File: src/rtl/spin_sequencer_if.sv
// Player-facing bus of the slot-machine game controller: button/tick
// requests in, reel digits, credit state and win indication out.
interface spin_sequencer_if;
   logic       tick;
   logic       spin;
   logic       up;
   logic       down;
   logic [3:0] reel0;
   logic [3:0] reel1;
   logic [3:0] reel2;
   logic [6:0] credits;
   logic [1:0] bet;
   logic       busy;
   logic       win;
   logic [6:0] payout;
   logic       no_credit;

   modport master (
      output tick, spin, up, down,
      input  reel0, reel1, reel2, credits, bet, busy, win, payout, no_credit
   );

   modport slave (
      input  tick, spin, up, down,
      output reel0, reel1, reel2, credits, bet, busy, win, payout, no_credit
   );
endinterface

File: src/rtl/spin_sequencer.sv
// Slot-machine play sequencer: takes a bet, rolls three reels on the divider
// tick, stops them one at a time, scores the result and keeps the balance.
module spin_sequencer #(
   parameter int REEL_TICKS    = 8,
   parameter int START_CREDITS = 20,
   parameter int MAX_CREDITS   = 99,
   parameter int MAX_BET       = 3
) (
   input  logic             clk,
   input  logic             rst_n,
   spin_sequencer_if.slave  bus
);

   localparam int CNT_W = $clog2(REEL_TICKS + 1);

   typedef enum logic [2:0] {IDLE, SPIN0, SPIN1, SPIN2, SCORE} state_t;

   state_t           state, state_nxt;
   logic [CNT_W-1:0] cnt, cnt_nxt;
   logic [3:0]       entropy;
   logic [3:0]       reel0, reel1, reel2;
   logic [3:0]       reel0_nxt, reel1_nxt, reel2_nxt;
   logic [6:0]       credits, credits_nxt;
   logic [6:0]       payout, payout_nxt;
   logic [1:0]       bet, bet_nxt;
   logic             busy, win, win_nxt;
   logic             no_credit;
   logic             accept;
   logic [6:0]       pay;

   // Operands are always 0..9, so one conditional subtract is a full mod 10.
   function automatic logic [3:0] add_mod10(input logic [3:0] a, input logic [3:0] b);
      logic [4:0] s;
      s = {1'b0, a} + {1'b0, b};
      return (s >= 5'd10) ? 4'(s - 5'd10) : s[3:0];
   endfunction

   function automatic logic [6:0] sat_credits(input logic [6:0] c, input logic [6:0] p);
      logic [7:0] s;
      s = {1'b0, c} + {1'b0, p};
      return (s > 8'(MAX_CREDITS)) ? 7'(MAX_CREDITS) : s[6:0];
   endfunction

   assign no_credit = (credits < {5'd0, bet});
   assign accept    = (state == IDLE) && bus.spin && !no_credit;

   always_comb begin
      pay = 7'd0;
      if (reel0 == reel1 && reel1 == reel2)
         pay = 7'({5'd0, bet} * 7'd10);
      else if (reel0 == reel1 || reel1 == reel2 || reel0 == reel2)
         pay = {4'd0, bet, 1'b0};
   end

   always_comb begin
      state_nxt   = state;
      cnt_nxt     = cnt;
      reel0_nxt   = reel0;
      reel1_nxt   = reel1;
      reel2_nxt   = reel2;
      credits_nxt = credits;
      payout_nxt  = payout;
      bet_nxt     = bet;
      win_nxt     = 1'b0;
      case (state)
         IDLE: begin
            if (accept) begin
               credits_nxt = credits - {5'd0, bet};
               reel2_nxt   = add_mod10(reel2, entropy);
               cnt_nxt     = '0;
               state_nxt   = SPIN0;
            end else if (bus.up && !bus.down && bet != 2'(MAX_BET)) begin
               bet_nxt = bet + 2'd1;
            end else if (bus.down && !bus.up && bet != 2'd1) begin
               bet_nxt = bet - 2'd1;
            end
         end
         SPIN0, SPIN1, SPIN2: begin
            if (bus.tick) begin
               if (state == SPIN0) reel0_nxt = add_mod10(reel0, 4'd1);
               if (state != SPIN2) reel1_nxt = add_mod10(reel1, 4'd3);
               reel2_nxt = add_mod10(reel2, 4'd7);
               if (cnt == CNT_W'(REEL_TICKS - 1)) begin
                  cnt_nxt = '0;
                  case (state)
                     SPIN0:   state_nxt = SPIN1;
                     SPIN1:   state_nxt = SPIN2;
                     default: state_nxt = SCORE;
                  endcase
               end else begin
                  cnt_nxt = cnt + 1'b1;
               end
            end
         end
         SCORE: begin
            payout_nxt  = pay;
            credits_nxt = sat_credits(credits, pay);
            win_nxt     = (pay != 7'd0);
            state_nxt   = IDLE;
         end
         default: state_nxt = IDLE;
      endcase
   end

   always_ff @(posedge clk or negedge rst_n) begin
      if (!rst_n) begin
         state   <= IDLE;
         cnt     <= '0;
         entropy <= 4'd0;
         reel0   <= 4'd0;
         reel1   <= 4'd0;
         reel2   <= 4'd0;
         credits <= 7'(START_CREDITS);
         payout  <= 7'd0;
         bet     <= 2'd1;
         busy    <= 1'b0;
         win     <= 1'b0;
      end else begin
         state   <= state_nxt;
         cnt     <= cnt_nxt;
         entropy <= (entropy == 4'd9) ? 4'd0 : entropy + 4'd1;
         reel0   <= reel0_nxt;
         reel1   <= reel1_nxt;
         reel2   <= reel2_nxt;
         credits <= credits_nxt;
         payout  <= payout_nxt;
         bet     <= bet_nxt;
         busy    <= (state_nxt != IDLE);
         win     <= win_nxt;
      end
   end

   assign bus.reel0     = reel0;
   assign bus.reel1     = reel1;
   assign bus.reel2     = reel2;
   assign bus.credits   = credits;
   assign bus.bet       = bet;
   assign bus.busy      = busy;
   assign bus.win       = win;
   assign bus.payout    = payout;
   assign bus.no_credit = no_credit;

endmodule

File: src/flat_wrapper.sv
// flat-port wrapper written by rule: the top's interface ports become plain ports
module spin_sequencer_flat 
#(
   parameter int REEL_TICKS    = 8,
   parameter int START_CREDITS = 20,
   parameter int MAX_CREDITS   = 99,
   parameter int MAX_BET       = 3
)
  (clk, rst_n, bus_tick, bus_spin, bus_up, bus_down, bus_reel0, bus_reel1, bus_reel2, bus_credits, bus_bet, bus_busy, bus_win, bus_payout, bus_no_credit);
  spin_sequencer_if bus_i ();
  input  logic clk;
  input  logic rst_n;
  input wire logic [$bits(bus_i.tick)-1:0] bus_tick;
  input wire logic [$bits(bus_i.spin)-1:0] bus_spin;
  input wire logic [$bits(bus_i.up)-1:0] bus_up;
  input wire logic [$bits(bus_i.down)-1:0] bus_down;
  output wire logic [$bits(bus_i.reel0)-1:0] bus_reel0;
  output wire logic [$bits(bus_i.reel1)-1:0] bus_reel1;
  output wire logic [$bits(bus_i.reel2)-1:0] bus_reel2;
  output wire logic [$bits(bus_i.credits)-1:0] bus_credits;
  output wire logic [$bits(bus_i.bet)-1:0] bus_bet;
  output wire logic [$bits(bus_i.busy)-1:0] bus_busy;
  output wire logic [$bits(bus_i.win)-1:0] bus_win;
  output wire logic [$bits(bus_i.payout)-1:0] bus_payout;
  output wire logic [$bits(bus_i.no_credit)-1:0] bus_no_credit;
  assign bus_i.tick = bus_tick;
  assign bus_i.spin = bus_spin;
  assign bus_i.up = bus_up;
  assign bus_i.down = bus_down;
  assign bus_reel0 = bus_i.reel0;
  assign bus_reel1 = bus_i.reel1;
  assign bus_reel2 = bus_i.reel2;
  assign bus_credits = bus_i.credits;
  assign bus_bet = bus_i.bet;
  assign bus_busy = bus_i.busy;
  assign bus_win = bus_i.win;
  assign bus_payout = bus_i.payout;
  assign bus_no_credit = bus_i.no_credit;
  spin_sequencer #(.REEL_TICKS(REEL_TICKS), .START_CREDITS(START_CREDITS), .MAX_CREDITS(MAX_CREDITS), .MAX_BET(MAX_BET)) u_core (.clk(clk), .rst_n(rst_n), .bus(bus_i));
endmodule
File: config.mk
export PLATFORM = sky130hd
export DESIGN_NAME = spin_sequencer_flat
export DESIGN_NICKNAME = d
export VERILOG_FILES = /design/src/rtl/spin_sequencer_if.sv /design/src/rtl/spin_sequencer.sv /design/src/flat_wrapper.sv
export SDC_FILE = /design/constraint.sdc
export NUM_CORES = 1
export LEC_CHECK = 0
export BUFFER_PORTS_ARGS = -buffer_cell sky130_fd_sc_hd__buf_2
export CAP_MARGIN = 10
export CORE_UTILIZATION = 44
export CTS_CLUSTER_SIZE = 10
export DETAILED_ROUTE_END_ITERATION = 10
export PLACE_DENSITY = 0.62
export SLEW_MARGIN = 20
export SYNTH_ARGS = -nofsm -noshare
export SYNTH_HDL_FRONTEND = slang
export SYNTH_SLANG_ARGS = --single-unit
File: constraint.sdc
create_clock -name clk -period 5.85 [get_ports clk]
set_clock_uncertainty 0.05 [all_clocks]
set_input_delay 1.4625 -clock clk [delete_from_list [all_inputs] [get_ports clk]]
set_output_delay 1.4625 -clock clk [all_outputs]
set_load 0.05 [all_outputs]
## Yosys cells after proc, flatten, opt, wreduce, memory -nomap -nowiden

Index checks and enable logic that the tools add are counted.

| cells by class | value |
|---|---|
| add/subtract/negate cells | 14 |
| multipliers | 1 |
| divide/modulo/power cells | 0 |
| $lt $le $gt $ge | 6 |
| eq/ne operators | 14 |
| shift operators | 0 |
| multiplexer cells | 25 |
| bitwise operators | 1 |
| reduce and logical (&&, ||, !) cells | 24 |

Operators by type and width:

| operator | count |
|---|---|
| $mux 4 | 10 |
| $ge 5x4->1 const B | 4 |
| $pmux 4 s2 | 2 |
| $sub 4x4->4 const B | 4 |
| $mux 7 | 2 |
| $pmux 7 s2 | 1 |
| $eq 4x4->1 | 3 |
| $mux 3 | 4 |
| $pmux 3 s2 | 2 |
| $reduce_and 3->1 | 4 |
| $add 4x1->4 const B | 2 |
| $add 7x6->8 | 1 |
| $gt 8x7->1 const B | 1 |
| $logic_and 1x1->1 | 7 |
| $lt 7x2->1 | 1 |
| $reduce_bool 7->1 | 1 |
| $sub 7x2->7 | 1 |
| $eq 3x2->1 const B | 2 |
| $mux 6 | 1 |
| $reduce_bool 2->1 | 3 |
| $add 4x1->5 const B | 1 |
| $add 4x2->5 const B | 1 |
| $add 4x3->5 const B | 1 |
| $add 4x4->5 | 1 |
| other kinds (19) | 25 |

| storage, ports and cells | value |
|---|---|
| flip-flop bits (word level) | 41 |
| latch bits | 0 |
| bits in writable memories | 0 |
| ROM bits | 0 |
| output and inout port bits | 31 |
| logic and storage cells | 96 |
| memories kept | 0 |

## Longest topological paths before layout

| depth | value |
|---|---|
| word-level depth | 9 |
| gate-level depth with buffers | 15 |
| depth with buffers taken out | 14 |

## Worst setup path after synthesis

Ideal clock, no wire load.

| timing | value |
|---|---|
| kind | register to output |
| start | register u_core.credits[6], in the netlist u_core.bus.credits[6] |
| end | output bus_no_credit |
| arrival time | 2012 ps |
| data required time | 4338 ps |
| setup slack | 2326 ps |
| stages on the path, launching flop included | 5 |
| path buffers | 1 |
| path through | dfrtp_1 > buf_6 > or4_1 > a2111o_1 > inv_1 |

| on the way | value |
|---|---|
| cells in the longest elaborated chain, start to end | 1 |

Ends and longest elaborated chain:

| element | line | source |
|---|---|---|
| start, declared | spin_sequencer.sv:23 | `logic [6:0] credits, credits_nxt;` |
| start signal, assigned | spin_sequencer.sv:113 | `credits <= 7'(START_CREDITS);` |
| start signal, assigned | spin_sequencer.sv:125 | `credits <= credits_nxt;` |
| $lt 7x2->1 | spin_sequencer.sv:44 | `assign no_credit = (credits < {5'd0, bet});` |
| end, declared | flat_wrapper.sv:25 | `output wire logic [$bits(bus_i.no_credit)-1:0] bus_no_credit;` |

Every way passes these cells.

## Final worst setup path

Same ends and word-level chain as after synthesis.

==> results_tabular.tex <==
\begin{tabular}{lr}
\hline
Metric & Value \\
\hline
\multicolumn{2}{l}{\textbf{Place}} \\
\quad HPWL after detailed placement & 4820 um \\
\quad Final RePlAce weighted congestion & 0.884 \\
\quad IO buf count & 33 \\
\multicolumn{2}{l}{\textbf{Drt}} \\
\quad DRC violations left & 0 \\
\quad Iteration-0 DRC count of the detailed router & 165 \\
\quad Number of optimization iterations in the first detailed-route pass & 6 \\
\quad Final antenna-violating net count & 0 \\
\quad Average wire length per cell after detail routing & 14.6 um \\
\quad Total via count after detailed routing & 2515 \\
\quad Vias per std cell & 5.60 \\
\quad Sum of routed wire length over all layers & 6570 um \\
\multicolumn{2}{l}{\textbf{Worst hold path}} \\
\quad Min-delay worst type & reg -> reg \\
\quad Cells on Worst Hold Path & 2 \\
\multicolumn{2}{l}{\textbf{Worst setup path}} \\
\quad Required time worst endpoint & 4.34 ns \\
\quad Maximum cell stage delay along the critical path & 0.55 ns \\
\quad Top fanout value on the critical path & 11 \\
\quad Max stage delay cell, worst path & or4\_1 \\
\quad Critical path depth in cells & 4 \\
\quad Buf/Inv on CP & 2 \\
\quad Type of the setup path with the least slack & reg -> out \\
\quad Category of the worst setup path launch point & flop \\
\quad Crit end category & output port \\
\quad Kind of cell adding the most delay to the critical path & simple AND/OR/NAND/NOR gates \\
\quad Critical Path, Cell by Cell & or4\_1 > a2111o\_1 > inv\_1 > buf\_2 \\
\quad Number of cells on the worst reg-to-reg path & 14 \\
\quad Arrival time reported for the critical path endpoint & 2.14 ns \\
\multicolumn{2}{l}{\textbf{CTS}} \\
\quad Clock Tree Root & clkbuf\_8 \\
\quad Quantity of hold-fixing buffers added after cts & 0 \\
\quad Deepest level of the CTS H-tree & 2 \\
\quad TritonCTS Sinks & 38 \\
\quad Resized cells post-CTS & 0 \\
\quad Clock buffer count from CTS & 5 \\
\quad Clock buffer depth & 2 \\
\quad Clock transition at the registers of the reported paths & 0.08 ns \\
\quad Setup fix buffers added after clock tree synthesis & 0 \\
\quad Clock insertion delay at the later pin of the skew report & 0.30 ns \\
\quad CTS tree & yes \\
\multicolumn{2}{l}{\textbf{STA}} \\
\quad Setup repair after global routing missed its margin & no \\
\quad Final hold violations & 0 \\
\quad Setup-failing EPs final & 0 \\
\quad Accumulated negative setup slack & 0 ns \\
\quad Achievable clock frequency & 274 MHz \\
\quad Slew Limit Headroom & 41.6\% \\
\quad Transition at the pin with the smallest max-transition slack & 0.875 ns \\
\quad Final period demand of the worst path & 3.65 ns \\
\quad Final-report max-slew violation count & 0 \\
\quad Final worst path period share & 62.4\% \\
\multicolumn{2}{l}{\textbf{Die}} \\
\quad Width of the die & 84.6 um \\
\quad Starting Density & 46.5\% \\
\quad Die extent in y & 84.6 um \\
\quad Top-level I/O count & 37 \\
\quad Die footprint & 7160 um2 \\
\quad Number of placement rows & 29 \\
\quad Core Region & 6460 um2 \\
\multicolumn{2}{l}{\textbf{Cells and area}} \\
\quad \# fillers & 638 \\
\quad Synth-to-layout area growth & 7.42\% \\
\quad Total number of nets in the final design & 403 \\
\quad Antenna diode count & 0 \\
\quad Fraction of final layout cells sized beyond drive strength 1 & 13.4\% \\
\multicolumn{2}{l}{\textbf{GRT}} \\
\quad Met1 track utilization from global routing & 27.1\% \\
\quad GR met2 Demand/Resource & 32.6\% \\
\quad Total global-route track usage & 19.7\% \\
\quad Maximum number of pins on one net before global-route repair & 39 \\
\quad Busiest layer in global routing & met2 \\
\quad Via count of the first global-routing pass & 2369 \\
\quad Total congestion overflow after global routing & 0 \\
\quad Wire length of the first global-routing pass & 11400 um \\
\quad Antenna violations before repair & 0 \\
\quad Met3 Usage GRT & 3.24\% \\
\multicolumn{2}{l}{\textbf{Synth}} \\
\quad Share of the synthesized netlist area taken by xor and xnor gates & 9.34\% \\
\quad Number of synthesized flops with an enable pin & 0 \\
\quad Adder-cell share of the synthesized area & 11.6\% \\
\quad FFs w/ async S/R, synth & 100\% \\
\quad Simple-gate portion of the synthesized area & 20.1\% \\
\quad Count of yosys warnings during synthesis & 0 \\
\quad Post-synth top flop & dfrtp\_1 \\
\quad Mapped cell area & 3000 um2 \\
\quad Dominant combinational cell family by area after synthesis & simple AND/OR/NAND/NOR gates \\
\quad Library cells used by synthesis & 58 \\
\quad Syn Inst Count & 350 \\
\quad Fraction of the mapped netlist area in compound gates & 17.5\% \\
\quad Post-synthesis sequential area ratio & 31.8\% \\
\quad Mean instance size in the synthesized netlist & 8.58 um2 \\
\quad Number of register bits inferred by synthesis & 38 \\
\quad Fraction of synthesized area in multiplexers & 2.08\% \\
\multicolumn{2}{l}{\textbf{Run}} \\
\quad Count of max-cap constraint violations & 0 \\
\multicolumn{2}{l}{\textbf{Status}} \\
\quad Status & finished, final reports clean \\
\hline
\end{tabular}
==> worst paths after layout <==
path                       slack, ns                  start               endpoint
max in group asynchronous       3.97                  rst_n        u_core.state[2]
hold reg to reg                 0.44   u_core.bus.payout[1]   u_core.bus.payout[1]
hold / removal                  0.44   u_core.bus.payout[1]   u_core.bus.payout[1]
min in group asynchronous       1.23                  rst_n      u_core.entropy[1]
setup reg to reg                2.77    u_core.bus.reel2[0]  u_core.bus.credits[0]
setup / recovery                2.20  u_core.bus.credits[6]          bus_no_credit
==> sequential cells by signal, summed over array words and instances, names as in the netlist <==
signal              cells
u_core.bus.bet          2
u_core.bus.busy         1
u_core.bus.credits      7
u_core.bus.payout       4
u_core.bus.reel0        4
u_core.bus.reel1        4
u_core.bus.reel2        4
u_core.bus.win          1
u_core.cnt              4
u_core.entropy          4
u_core.state            3
==> kinds of logic (layout without fill, tap and decap cells) <==
logic type / count (synthesis) / in the layout
AND/OR/NAND/NOR: 121 / 121
AO/OA/AOI/OAI: 83 / 83
buffers and inverters: 43 / 63
flip-flops: 38 / 38
XOR/XNOR: 32 / 32
adder cells (fa/ha/maj): 26 / 26
multiplexers: 6 / 6
other: 1 / 3
==> synth_stat cells (all sizes together) (3+ instances only) <==
master / count / area share [%]
a21oi: 25 / 4.2
nand3: 9 / 1.5
inv: 22 / 2.8
xnor2: 27 / 7.9
ha: 23 / 9.6
a211oi: 3 / 0.75
o211ai: 3 / 0.75
nand2: 34 / 4.7
nor3b: 7 / 1.8
buf: 8 / 2.4
a21o: 5 / 1.3
nor2: 35 / 4.6
nor2b: 4 / 0.83
dfrtp: 35 / 29
nand4: 4 / 0.83
nor3: 12 / 2.0
fa: 3 / 2.0
xor2: 5 / 1.5
mux2i: 4 / 1.3
dfstp: 3 / 2.6
clkbuf: 13 / 2.3
o21ai: 23 / 3.8
nand2b: 4 / 0.83
==> final cells by class <==
cell class              count  area (um2)  area share, %
clock inverters             2        12.5          0.388
repair buffers             33         165           5.12
flip-flops and latches     38         955           29.6
multi-input cells         271        1830           56.8
well taps                  77        96.3           2.99
clock buffers               6        82.6           2.56
inverters                  22        82.6           2.56
==> worst min-delay path, cell delays in order, from the launching register on <==
cell and delay, ns:
dfrtp_1 0.35, nand2_1 0.04, o21ai_0 0.06
==> cell usage in the layout, fill, tap and decap left out, types with 3 or more instances in the layout <==
master    synthesis  layout
xnor2_1          27      27
fa_1              3       3
o211ai_1          3       3
a21o_1            5       5
mux2i_1           4       4
nor2_1           34      34
inv_1            22      22
a21oi_1          25      25
nand4_1           4       4
nand3_1           9       9
nand2b_1          4       4
dfrtp_1          35      35
o21ai_0          22      22
nor3b_1           7       7
nand2_1          31      31
a211oi_1          3       3
ha_1             23      23
nor3_1           12      12
buf_2             1      33
nor2b_1           4       4
clkbuf_8          2       6
xor2_1            5       5
dfstp_2           3       3
conb_1            1       3
==> metrics by stage <==
stage | hold WS, ns | std cells | setup WS, ns | util [%] | cell area, um2
2_1_floorplan | 0.390 | 352 | 2.33 | - | 3010
3_3_place_gp | 0.417 | 441 | 2.55 | 48.5 | 3130
3_5_place_dp | 0.423 | 441 | 2.53 | 48.5 | 3130
4_1_cts | 0.439 | 449 | 2.20 | 49.9 | 3220
5_1_grt | 0.462 | 449 | 2.13 | 49.9 | 3220
6_report | 0.437 | 449 | 2.20 | 49.9 | 3220
==> layer usage <==
layer / vias up / share of wire (%)
met5: - / 0
met4: 0 / 0.93
met3: 5 / 4.1
met2: 53 / 47
met1: 1205 / 48
li1: 1252 / -
Power is not shown: default switching activity piles up to over one toggle a cycle in this logic, so the estimate is an artifact.
